==> src/rtl/major_state_seq.sv <==
// PDP-8/e major-state sequencer: walks F/D/E/H cycles, memory stalls, interrupt entry and run control.
// Build option SINGLE_STEP_EN: the SING STEP switch halts at every instruction boundary.
module major_state_seq #(
    parameter bit START_HALTED = 1'b1
) (
    input  logic        clk,
    input  logic        reset,
    input  logic [0:11] instruction,
    input  logic        mem_busy,
    input  logic        int_req,
    input  logic        ion_set,
    input  logic        iof_set,
    input  logic        hlt_instr,
    input  logic        halt_sw,
    input  logic        cont_pulse,
    input  logic        sing_step_sw,
    output logic [4:0]  state,
    output logic        int_in_prog,
    output logic        int_enable,
    output logic        run,
    output logic        instr_done
);

    // state | meaning
    // F0    | fetch start, memory read issued
    // FW    | fetch memory wait
    // F1-F2 | fetch data / IR load (IR valid from F2)
    // F3    | decode; boundary for JMP direct, IOT, OPR
    // D0-D3 | defer (indirect address) cycle, D0 waits on memory
    // E0-E3 | execute cycle, also the forced JMS 0 of an interrupt
    // H0    | halted, waiting for CONT
    // H1-H3 | front-panel start sequence, H3 syncs pc/ma
    typedef enum logic [4:0] {
        ST_F0 = 5'h00, ST_F1 = 5'h01, ST_F2 = 5'h02, ST_F3 = 5'h03, ST_FW = 5'h04,
        ST_D0 = 5'h08, ST_D1 = 5'h09, ST_D2 = 5'h0A, ST_D3 = 5'h0B,
        ST_E0 = 5'h10, ST_E1 = 5'h11, ST_E2 = 5'h12, ST_E3 = 5'h13,
        ST_H0 = 5'h18, ST_H1 = 5'h19, ST_H2 = 5'h1A, ST_H3 = 5'h1B
    } state_t;

    state_t     cur;
    state_t     nxt;
    logic [2:0] op;
    logic       ind;
    logic       boundary;
    logic       halt_now;
    logic       step_now;
    logic       en_eff;
    logic       take_int;
    logic       done_nx;
    logic       halt_nx;
    logic       ion_pending;
    logic       ion_armed;

    assign op    = instruction[0:2];
    assign ind   = instruction[3];
    assign state = cur;

`ifdef SINGLE_STEP_EN
    logic [7:0] unused_instr;
    assign step_now     = sing_step_sw;
    assign unused_instr = instruction[4:11];
`else
    logic [8:0] unused_inputs;
    assign step_now      = 1'b0;
    assign unused_inputs = {instruction[4:11], sing_step_sw};
`endif

    // An IOF in the ending instruction also blocks the interrupt at its own boundary.
    assign halt_now = halt_sw | ((cur == ST_F3) & hlt_instr);
    assign en_eff   = (int_enable | ion_armed) & ~iof_set;
    assign take_int = boundary & ~halt_now & int_req & en_eff;

    always_comb begin
        nxt      = ST_H0;
        boundary = 1'b0;
        case (cur)
            ST_F0: nxt = mem_busy ? ST_FW : ST_F1;
            ST_FW: nxt = mem_busy ? ST_FW : ST_F1;
            ST_F1: nxt = ST_F2;
            ST_F2: nxt = ST_F3;
            ST_F3: begin
                if (ind && (op <= 3'd5))
                    nxt = ST_D0;
                else if (op <= 3'd4)
                    nxt = ST_E0;
                else
                    boundary = 1'b1;
            end
            ST_D0: nxt = mem_busy ? ST_D0 : ST_D1;
            ST_D1: nxt = ST_D2;
            ST_D2: nxt = ST_D3;
            ST_D3: begin
                if (op == 3'd5)
                    boundary = 1'b1;
                else
                    nxt = ST_E0;
            end
            ST_E0: nxt = mem_busy ? ST_E0 : ST_E1;
            ST_E1: nxt = ST_E2;
            ST_E2: nxt = ST_E3;
            ST_E3: boundary = 1'b1;
            ST_H0: nxt = cont_pulse ? ST_H1 : ST_H0;
            ST_H1: nxt = ST_H2;
            ST_H2: nxt = ST_H3;
            ST_H3: nxt = ST_F0;
            default: nxt = ST_H0;
        endcase

        if (boundary) begin
            if (halt_now)
                nxt = ST_H0;
            else if (take_int)
                nxt = ST_E0;
            else if (step_now)
                nxt = ST_H0;
            else
                nxt = ST_F0;
        end
    end

    // instr_done is registered, so flag the last state as it is entered.
    always_comb begin
        done_nx = 1'b0;
        case (nxt)
            ST_F3:   done_nx = (op >= 3'd6) || ((op == 3'd5) && !ind);
            ST_D3:   done_nx = (op == 3'd5);
            ST_E3:   done_nx = 1'b1;
            default: done_nx = 1'b0;
        endcase
    end

    assign halt_nx = (nxt == ST_H0) || (nxt == ST_H1) || (nxt == ST_H2) || (nxt == ST_H3);

    always_ff @(posedge clk) begin
        if (reset) begin
            cur         <= START_HALTED ? ST_H0 : ST_F0;
            run         <= !START_HALTED;
            instr_done  <= 1'b0;
            int_in_prog <= 1'b0;
            int_enable  <= 1'b0;
            ion_pending <= 1'b0;
            ion_armed   <= 1'b0;
        end else begin
            cur        <= nxt;
            run        <= !halt_nx;
            instr_done <= done_nx;

            if (take_int)
                int_in_prog <= 1'b1;
            else if (boundary)
                int_in_prog <= 1'b0;

            // ION: pending until its own boundary, armed for one more instruction, then enabled.
            if (iof_set) begin
                int_enable  <= 1'b0;
                ion_pending <= 1'b0;
                ion_armed   <= 1'b0;
            end else if (boundary) begin
                int_enable  <= take_int ? 1'b0 : (int_enable | ion_armed);
                ion_armed   <= ion_pending | ion_set;
                ion_pending <= 1'b0;
            end else if (ion_set) begin
                ion_pending <= 1'b1;
            end
        end
    end

endmodule

==> config.mk <==
export PLATFORM = sky130hd
export DESIGN_NAME = major_state_seq
export DESIGN_NICKNAME = d
export VERILOG_FILES = /design/src/rtl/major_state_seq.sv
export SDC_FILE = /design/constraint.sdc
export NUM_CORES = 1
export LEC_CHECK = 0
export BUFFER_PORTS_ARGS = -buffer_cell sky130_fd_sc_hd__buf_2
export CAP_MARGIN = 20
export CORE_UTILIZATION = 48
export CTS_CLUSTER_SIZE = 10
export DETAILED_ROUTE_END_ITERATION = 8
export PLACE_DENSITY_LB_ADDON = 0.15
export SLEW_MARGIN = 20
export SYNTH_ARGS = -nofsm -noshare
export SYNTH_HDL_FRONTEND = slang
export SYNTH_SLANG_ARGS = --single-unit
==> constraint.sdc <==
create_clock -name clk -period 4.33 [get_ports clk]
set_clock_uncertainty 0.1 [all_clocks]
set_input_delay 0.866 -clock clk [delete_from_list [all_inputs] [get_ports clk]]
set_output_delay 0.866 -clock clk [all_outputs]
set_load 0.03 [all_outputs]
After elaboration in Yosys (flattened, before gate mapping)
Index checks and enable logic that the tools add are counted.

Latch bits: 0. Word-level logic and storage cells: 76. RAM bits: 0. Register bits after elaboration: 11. Bits in read-only memories: 0. Memories: 0. Input port bits: 22.

Eq/ne operators: 24. Bitwise operators: 10. $mul: 0. $add $sub $neg: 0. Order comparisons: 3. Muxes and demuxes: 19. Shift operators: 0. Reduce and logical (&&, ||, !) cells: 13. Div/mod/pow operators: 0.

Operators with widths (number): $pmux 5 s15 (1); $eq 5x5->1 const B (13); $eq 5x4->1 const B (5); $mux 5 (4); $eq 5x2->1 const B (3); $mux 1 (9); $mux 4 (2); $le 3x3->1 const B (2); $pmux 1 s3 (2); $and 1x1->1 (5); $eq 5x1->1 const B (1); $eq 5x3->1 const B (1); $logic_not 5->1 (1); $logic_or 1x1->1 (4); $reduce_or 2->1 (2); $eq 3x3->1 const B (1); $ge 3x3->1 const B (1); $mux 3 (1); $or 1x1->1 (3); $reduce_or 3->1 (1); $logic_and 1x1->1 (2); $logic_not 1->1 (2); $not 1->1 (2); $reduce_bool 2->1 (1).

Logic depth before layout (Yosys ltp)
Gate-level depths: netlist of the first run.

Word-level depth: 15. Depth in mapped cells: 5. Mapped depth without buffers: 4.

Worst setup path before layout of the first run
Ideal clock, no wire load.

Path kind: input-to-reg. Start: input port reset. End: register instr_done. Path buffers: 1. Slack: 2307 ps. Stages: 5. Data arrival time: 1851 ps. Path through: clkbuf_1 > or4b_4 > nor4_2 > nand3_1 > mux2i_1.

RTL lines: from (decl) (line 7) `input logic reset,`; to (signal assigned) (line 146) `instr_done <= done_nx;`; to (decl) (line 21) `output logic instr_done`.

Final worst setup path of the first run
Start: register cur[4], in the netlist state[4]. End: output port state[4].

RTL lines: from (decl) (line 40) `state_t cur;`; from (signal assigned) (line 136) `cur <= START_HALTED ? ST_H0 : ST_F0;`; from (signal assigned) (line 144) `cur <= nxt;`; to (decl) (line 17) `output logic [4:0] state,`.

No word-level cell between the ends.

==> results of run 1 <==
## report_power, final
part           internal [mW]  switching, mW  leakage [nW]  total [mW]
Clock                 0.0355         0.0328        0.0150      0.0684
Combinational         0.0378         0.0503         0.215      0.0881
Sequential             0.111         0.0188        0.0894       0.130
## logic make-up (layout without fill, tap and decap cells)
family,after synthesis,count (layout)
buf+inv,7,27
compound gates,24,24
mux,1,1
xor+xnor,1,1
flops,11,11
simple gates,33,33
## routing by layer
metal / global-route usage / up-vias
met5: 0 / -
met4: 0.103 / 0
met3: 0.0398 / 2
met2: 0.315 / 14
met1: 0.302 / 305
li1: - / 332
## layout make-up
type / instances / area, sq um
Fill cell: 128 / 520
Multi-Input combinational cell: 59 / 419
Sequential cell: 11 / 220
Timing Repair Buffer: 21 / 105
Clock buffer: 4 / 26.3
Tap cell: 15 / 18.8
Inverter: 2 / 7.51
## state kept, by name, summed over array words and instances (netlist names)
name / count
instr_done: 1
int_enable: 1
int_in_prog: 1
ion_armed: 1
ion_pending: 1
run: 1
state: 5
## cell usage after synthesis (2+ instances only)
cell	instances	share of area
sky130_fd_sc_hd__a21oi_1	4	0.029
sky130_fd_sc_hd__buf_6	3	0.049
sky130_fd_sc_hd__dfxtp_1	11	0.32
sky130_fd_sc_hd__nand2_1	5	0.027
sky130_fd_sc_hd__nand2b_1	2	0.018
sky130_fd_sc_hd__nand4_1	2	0.018
sky130_fd_sc_hd__nor2_1	5	0.027
sky130_fd_sc_hd__nor2b_1	3	0.027
sky130_fd_sc_hd__nor3_1	2	0.015
sky130_fd_sc_hd__nor3b_1	3	0.033
sky130_fd_sc_hd__o21a_1	2	0.022
sky130_fd_sc_hd__o21ai_0	4	0.029
sky130_fd_sc_hd__o221ai_1	2	0.025
## final timing paths
check | startpoint | to | slack [ns] | depth (start not counted)
hold / removal | ion_armed | ion_armed | 0.44 | 2
hold reg to reg | ion_armed | ion_armed | 0.44 | 2
setup reg to reg | state[4] | state[3] | 2.51 | 4
setup / recovery | state[4] | state[4] | 2.21 | 1
==> results.txt, run 1 <==
----------------------------------------------------
[Routing]
  Met3 wire len ... 55 microns
  Routed length on met1 ... 680 microns
  Routed length per placed instance ... 12.4 microns
  Post-DR vias/cell ... ~5.8
  Count of routing violations after the opening detailed-route iteration ... 14
  Highest routed layer ... met4
  Routed length on met2 ... roughly 640 microns
  Routed via count ... between 600 and 700
  DRC violation count after routing ... 0
  Final wirelength ... 1390 microns
  Number of search-and-repair iterations in the first detailed-routing pass ... 4
  DRT antenna net count ... 0

[Floorplan]
  CORE AREA ... 1320 sq um
  Total I/O pin count ... 31
  Initial Util ... 0.523
  FP Rows ... 13
  Chip width ... ~40 microns
  Vert. Die Dim ... ~40 microns
  Die area ... between 1500 and 2000 sq um

[Synthesis]
  Post-synthesis cell area ... between 600 and 700 sq um
  Distinct cell type count of the synthesized netlist ... 42
  Mux contribution to synthesized area ... 0.0145
  Share of synthesized area occupied by flip-flops and latches ... 0.319
  Mapped Nets ... 99
  Share of synthesized registers carrying an async set or reset ... 0
  Post-Synth XOR/XNOR Area ... 0.0127
  Post-synthesis cell count ... between 70 and 80
  Synth Flop Type ... sky130_fd_sc_hd__dfxtp_1
  Share of synthesized cell area in full adder, half adder and majority cells ... 0
  Flops & latches, synth ... 11
  Number of synthesized flops with an enable pin ... 0
  Simple-gate portion of the synthesized area ... 0.298
  Synth Area in Compound Gates ... 0.283
  Per-instance average area after synthesis ... 8.95 sq um
  Count of synthesis-stage warnings from yosys ... 0
  Largest family of logic cells by synthesized area ... simple AND/OR/NAND/NOR gates

[Place]
  Worst slack at placement ... about 2.1 ns
  Port Buf Inserts ... 21
  Final GP Congestion ... between 0.7 and 0.8
  Detailed-placement wirelength estimate ... 1050 microns
  Cell area reported after detailed placement ... 771 sq um
  Cell count after placement ... 108

[Clocking]
  H-tree levels ... 1
  Clk root buf ... sky130_fd_sc_hd__clkbuf_4
  Total clock sinks ... 11
  Buffer depth of the longest clock path ... 2
  Number of hold buffers added after cts ... 0
  Total CTS buffers ... 3
  Number of resized instances in the post-cts repair step ... 0
  Clock transition at the register clock pins on the worst setup and hold paths after CTS ... ~0.070 ns
  Source-to-sink clock delay at the later pin of the worst-skew pair ... around 0.26 ns
  Post-CTS Setup Bufs ... 0
  TritonCTS clock tree ... built

[Global route]
  First-pass GRT wire length ... approximately 2300 microns
  Number of global-route vias before repair ... a little over 500
  Initial antenna violation count ... 0
  Pin count of the biggest net entering global routing ... 14
  Residual overflow from global routing ... 0
  Global-route total usage across every layer ... 0.216

[Timing]
  Setup-failing EPs final ... 0
  Slew Viols, Final ... 0
  Final critical path time including I/O delays and setup ... 2.12 ns
  Final setup TNS ... 0 ns
  Final Cycle Share ... 0.490
  Achievable Freq ... between 0.4 and 0.5 GHz
  Max transition margin ... 0.689
  Endpoints failing hold ... 0
  Setup repair after global routing missed its margin ... false
  Setup ws final ... between 2 and 2.5 ns
  Slew at the pin with the worst max-slew slack ... between 0.4 and 0.5 ns
  Hold WS ... 0.441 ns

[Final layout]
  Fraction of layout instances using a drive strength above 1 ... 0.320
  Final core occ ... 0.605
  Syn-to-layout area delta ... 15.6%
  Number of cells in the finished layout apart from fillers ... around 110
  Count of antenna diodes in the layout ... 0
  Most used cells in the layout excluding fill and tap cells ... sky130_fd_sc_hd__buf_2 (21), sky130_fd_sc_hd__dfxtp_1 (11), sky130_fd_sc_hd__nand2_1 (5), sky130_fd_sc_hd__nor2_1 (5)
  Most frequent standard cell in the layout excluding fill and tap cells ... sky130_fd_sc_hd__buf_2
  Final non-filler cell area ... roughly 800 sq um
  Final nets ... between 100 and 150

[Setup path]
  Data required time at the worst endpoint ... between 3 and 4 ns
  CP Buf/Inv Count ... 1
  Chain of cells forming the critical path ... buf_2
  Crit-path max FO ... 13
  Critical path arrival ... 1.16 ns
  CP top delay family ... flip-flops
  Library cell contributing the largest single delay on the critical path ... sky130_fd_sc_hd__dfxtp_1
  Worst Setup Start Kind ... register
  Max stage delay on crit path ... roughly 0.61 ns
  Class of the most critical setup path ... reg2out
  Critical path capture point type ... primary output

[Power]
  Maximum vdd drop ... between 0.2 and 0.25 mV
  PwrDens ... between 300 and 400 nW/um^2
  PnR Total Power ... between 200 and 300 uW
  Static leakage power ... between 0.3 and 0.4 nW

[Run]
  Max-cap violations ... 0

[Hold path]
  Min-delay worst type ... reg2reg

[Status]
  Status ... finished, final reports clean

----------------------------------------------------
(Power assumes the default switching activity.)
==> run 2: changes to the inputs <==
--- a/config.mk
+++ b/config.mk
@@ -5,9 +5,10 @@
 export SDC_FILE = /design/constraint.sdc
 export NUM_CORES = 1
 export LEC_CHECK = 0
+export ABC_AREA = 1
 export BUFFER_PORTS_ARGS = -buffer_cell sky130_fd_sc_hd__buf_2
 export CAP_MARGIN = 20
-export CORE_UTILIZATION = 48
+export CORE_UTILIZATION = 45
 export CTS_CLUSTER_SIZE = 10
 export DETAILED_ROUTE_END_ITERATION = 8
 export PLACE_DENSITY_LB_ADDON = 0.15
==> constraint.sdc (replaced) <==
create_clock -name clk -period 2.1 [get_ports clk]
set_clock_uncertainty 0.1 [all_clocks]
set_input_delay 0.42 -clock clk [delete_from_list [all_inputs] [get_ports clk]]
set_output_delay 0.42 -clock clk [all_outputs]
set_load 0.03 [all_outputs]
==> run 2 against run 1 <==
Compared with the run above: core utilization increased by 1.4 points; sequential share of layout area shrank 1.9 points; via count rose by 14%; cell count is 32% higher; final area increased by 7.4%; critical path type unchanged; combinational power grew to 3.0 times the previous value; register-to-register slack worse by 1.9 ns; first-iteration DRC count rose by 71%; clock-buffer cell count unchanged; largest power group unchanged; highest routed layer unchanged; routed wire length increased by 14%; total power up 140%.
==> results.txt, run 2 <==
----------------------------------------------------
[Timing]
  Hold WS ... 0.297 ns (-0.145 ns)
  Final critical path time including I/O delays and setup ... between 1.5 and 2 ns
  Slew at the pin with the worst max-slew slack ... 0.288 ns (-0.177 ns)
  Final setup TNS ... 0 ns (unchanged)
  Max transition margin ... 0.807 (+0.118)
  Final Cycle Share ... 0.732
  Achievable Freq ... approximately 0.65 GHz
  Setup ws final ... 0.563 ns (-1.64 ns)
  Setup repair after global routing missed its margin ... false
  Setup-failing EPs final ... 0 (unchanged)
  Slew Viols, Final ... 0 (unchanged)
  Endpoints failing hold ... 0 (unchanged)

[Routing]
  Final wirelength ... 1590 microns (+14%)
  DRC violation count after routing ... 0 (unchanged)
  Count of routing violations after the opening detailed-route iteration ... 24 (+10)
  Routed length per placed instance ... 10.7 microns (-13%)
  Number of search-and-repair iterations in the first detailed-routing pass ... 4 (unchanged)
  DRT antenna net count ... 0 (unchanged)
  Post-DR vias/cell ... 5.04 (-14%)
  Routed via count ... 746 (+14%)

[Final layout]
  Final nets ... 156 (+30%)
  Count of antenna diodes in the layout ... 0 (unchanged)
  Syn-to-layout area delta ... 20.6%
  Most used cells in the layout excluding fill and tap cells ... sky130_fd_sc_hd__nand2_1 (27), sky130_fd_sc_hd__buf_2 (21), sky130_fd_sc_hd__nand3_1 (16), sky130_fd_sc_hd__nor2_1 (15), sky130_fd_sc_hd__dfxtp_1 (11)
  Fraction of layout instances using a drive strength above 1 ... 0.293 (-0.0264)
  Flip-flop count of the largest register, all copies and words added ... 5 (unchanged)
  Most frequent standard cell in the layout excluding fill and tap cells ... sky130_fd_sc_hd__nand2_1
  Final core occ ... 0.619 (+0.0141)

[Clocking]
  TritonCTS clock tree ... built
  Number of resized instances in the post-cts repair step ... 0 (unchanged)
  Number of hold buffers added after cts ... 0 (unchanged)
  Total clock sinks ... 11 (unchanged)
  Clock transition at the register clock pins on the worst setup and hold paths after CTS ... 0.09 ns (+0.02 ns)
  Clk root buf ... sky130_fd_sc_hd__clkbuf_4
  Buffer depth of the longest clock path ... 2 (unchanged)
  Post-CTS Setup Bufs ... 0 (unchanged)
  H-tree levels ... 1 (unchanged)
  Total CTS buffers ... 3 (unchanged)
  Source-to-sink clock delay at the later pin of the worst-skew pair ... 0.28 ns (+0.02 ns)

[Global route]
  Global-route met3 utilization ... 0.0261 (-0.0137)
  Global-route track usage on met1 ... 0.252 (-0.0504)
  Most used routing layer ... met2
  Global-route total usage across every layer ... 0.192 (-0.0241)
  Pin count of the biggest net entering global routing ... 10 (-4)
  First-pass GRT wire length ... 2570 microns (+12%)
  Initial antenna violation count ... 0 (unchanged)
  Residual overflow from global routing ... 0 (unchanged)
  Number of global-route vias before repair ... 644 (+24%)
  Routing usage on met2 ... 0.306 (-0.00827)

[Synthesis]
  Synth Flop Type ... sky130_fd_sc_hd__dfxtp_1
  Share of synthesized registers carrying an async set or reset ... 0 (unchanged)
  Distinct cell type count of the synthesized netlist ... 22 (-48%)
  Top cells by instance count after synthesis ... sky130_fd_sc_hd__nand2_1 (27), sky130_fd_sc_hd__nand3_1 (16), sky130_fd_sc_hd__nor2_1 (15)
  Post-synthesis cell area ... 709 sq um (+2.9%)
  Most frequently used cell type in the post-synthesis netlist ... sky130_fd_sc_hd__nand2_1
  Share of synthesized area occupied by flip-flops and latches ... 0.310 (-0.00901)
  Count of synthesis-stage warnings from yosys ... 0 (unchanged)
  Fraction of synthesized cell area taken by the top area cell type ... 0.310 (-0.00901)
  Per-instance average area after synthesis ... 6.57 sq um (-27%)
  Post-synthesis cell count ... 108 (+40%)
  Ranking of synthesized cells by area ... sky130_fd_sc_hd__dfxtp_1 (31%), sky130_fd_sc_hd__nand2_1 (14%), sky130_fd_sc_hd__nand3_1 (11%), sky130_fd_sc_hd__nor2_1 (7.9%), sky130_fd_sc_hd__inv_1 (4.2%)
  Largest area contributor in the synthesized netlist ... sky130_fd_sc_hd__dfxtp_1
  Mapped Nets ... 130 (+31%)
  Flops & latches, synth ... 11 (unchanged)
  Number of synthesized flops with an enable pin ... 0 (unchanged)

[Power]
  Static leakage power ... 0.468 nW (+46%)
  PwrDens ... 805 nW/um^2 (+120%)
  Maximum vdd drop ... 0.578 mV (+190%)

[Place]
  Detailed-placement wirelength estimate ... 1230 microns (+18%)
  Worst slack at placement ... 0.604 ns (-1.54 ns)
  Port Buf Inserts ... 21 (unchanged)
  Final GP Congestion ... 0.859 (+22%)

[Floorplan]
  Vert. Die Dim ... 41.7 microns (+4.5%)
  Initial Util ... 0.513 (-0.0101)
  Total I/O pin count ... 31 (unchanged)
  Chip width ... 41.7 microns (+4.5%)
  FP Rows ... 13 (unchanged)
  CORE AREA ... 1380 sq um (+4.9%)
  Die area ... 1740 sq um (+9.3%)

[Setup path]
  Crit-path max FO ... 8 (-5)
  Data required time at the worst endpoint ... 1.58 ns (-1.78 ns)
  Worst Setup Start Kind ... register
  CP top delay family ... flip-flops
  Critical path arrival ... 1.02 ns (-0.14 ns)
  Max stage delay on crit path ... 0.49 ns (-0.12 ns)
  Library cell contributing the largest single delay on the critical path ... sky130_fd_sc_hd__dfxtp_1
  Class of the most critical setup path ... reg2out
  Chain of cells forming the critical path ... buf_2
  CP Buf/Inv Count ... 1 (unchanged)
  Critical path capture point type ... primary output

[Run]
  Max-cap violations ... 0 (unchanged)

[Hold path]
  Min-delay worst type ... in2reg

[Status]
  Status ... finished, final reports clean

----------------------------------------------------
run 2: cell types whose count changed in the layout (fill, tap and decap cells not counted), sizes merged, moves of 3 or more:
cell,change
nand3,+16
nand2,+26
inv,+9
nor2b,-3
nor2,+15
run 2: final cells by class:
type / count / area, sq um
Fill cell: 139 / 527
Sequential cell: 11 / 220
Clock buffer: 4 / 26.3
Timing Repair Buffer: 22 / 113
Multi-Input combinational cell: 85 / 437
Tap cell: 15 / 18.8
Inverter: 11 / 41.3
run 2: path summary, 6_finish.rpt:
kind	from	slack, ns	cells past startpoint	to
setup reg to reg	state[4]	0.61	10	run
setup / recovery	state[4]	0.56	1	state[4]
hold reg to reg	int_in_prog	0.39	2	int_in_prog
hold / removal	reset	0.30	2	instr_done
run 2: logic make-up after synthesis:
| logic type | share of synthesized area |
|---|---|
| AO/OA/AOI/OAI | 0.0723 |
| flip-flops | 0.310 |
| AND/OR/NAND/NOR | 0.543 |
| buffers and inverters | 0.0741 |
run 2: power by group:
group | internal [mW] | total [mW] | switching, mW
sequential | 0.234 | 0.267 | 0.0333
clock | 0.0736 | 0.157 | 0.0834
combinational | 0.0854 | 0.265 | 0.179
run 2: routing by layer:
metal  up-vias  share of wire
met4         0          0.013
met5         -              0
met1       307           0.48
met3         4          0.073
li1        402              -
met2        33           0.43
run 2: metrics by stage:
stage          instance area [sq um]  std cells  power (mW)
6_report                         856        148       0.689
5_1_grt                          856        148       0.728
4_1_cts                          856        148       0.686
3_5_place_dp                     830        144       0.535
3_3_place_gp                     830        144       0.530
2_1_floorplan                    709        108       0.472
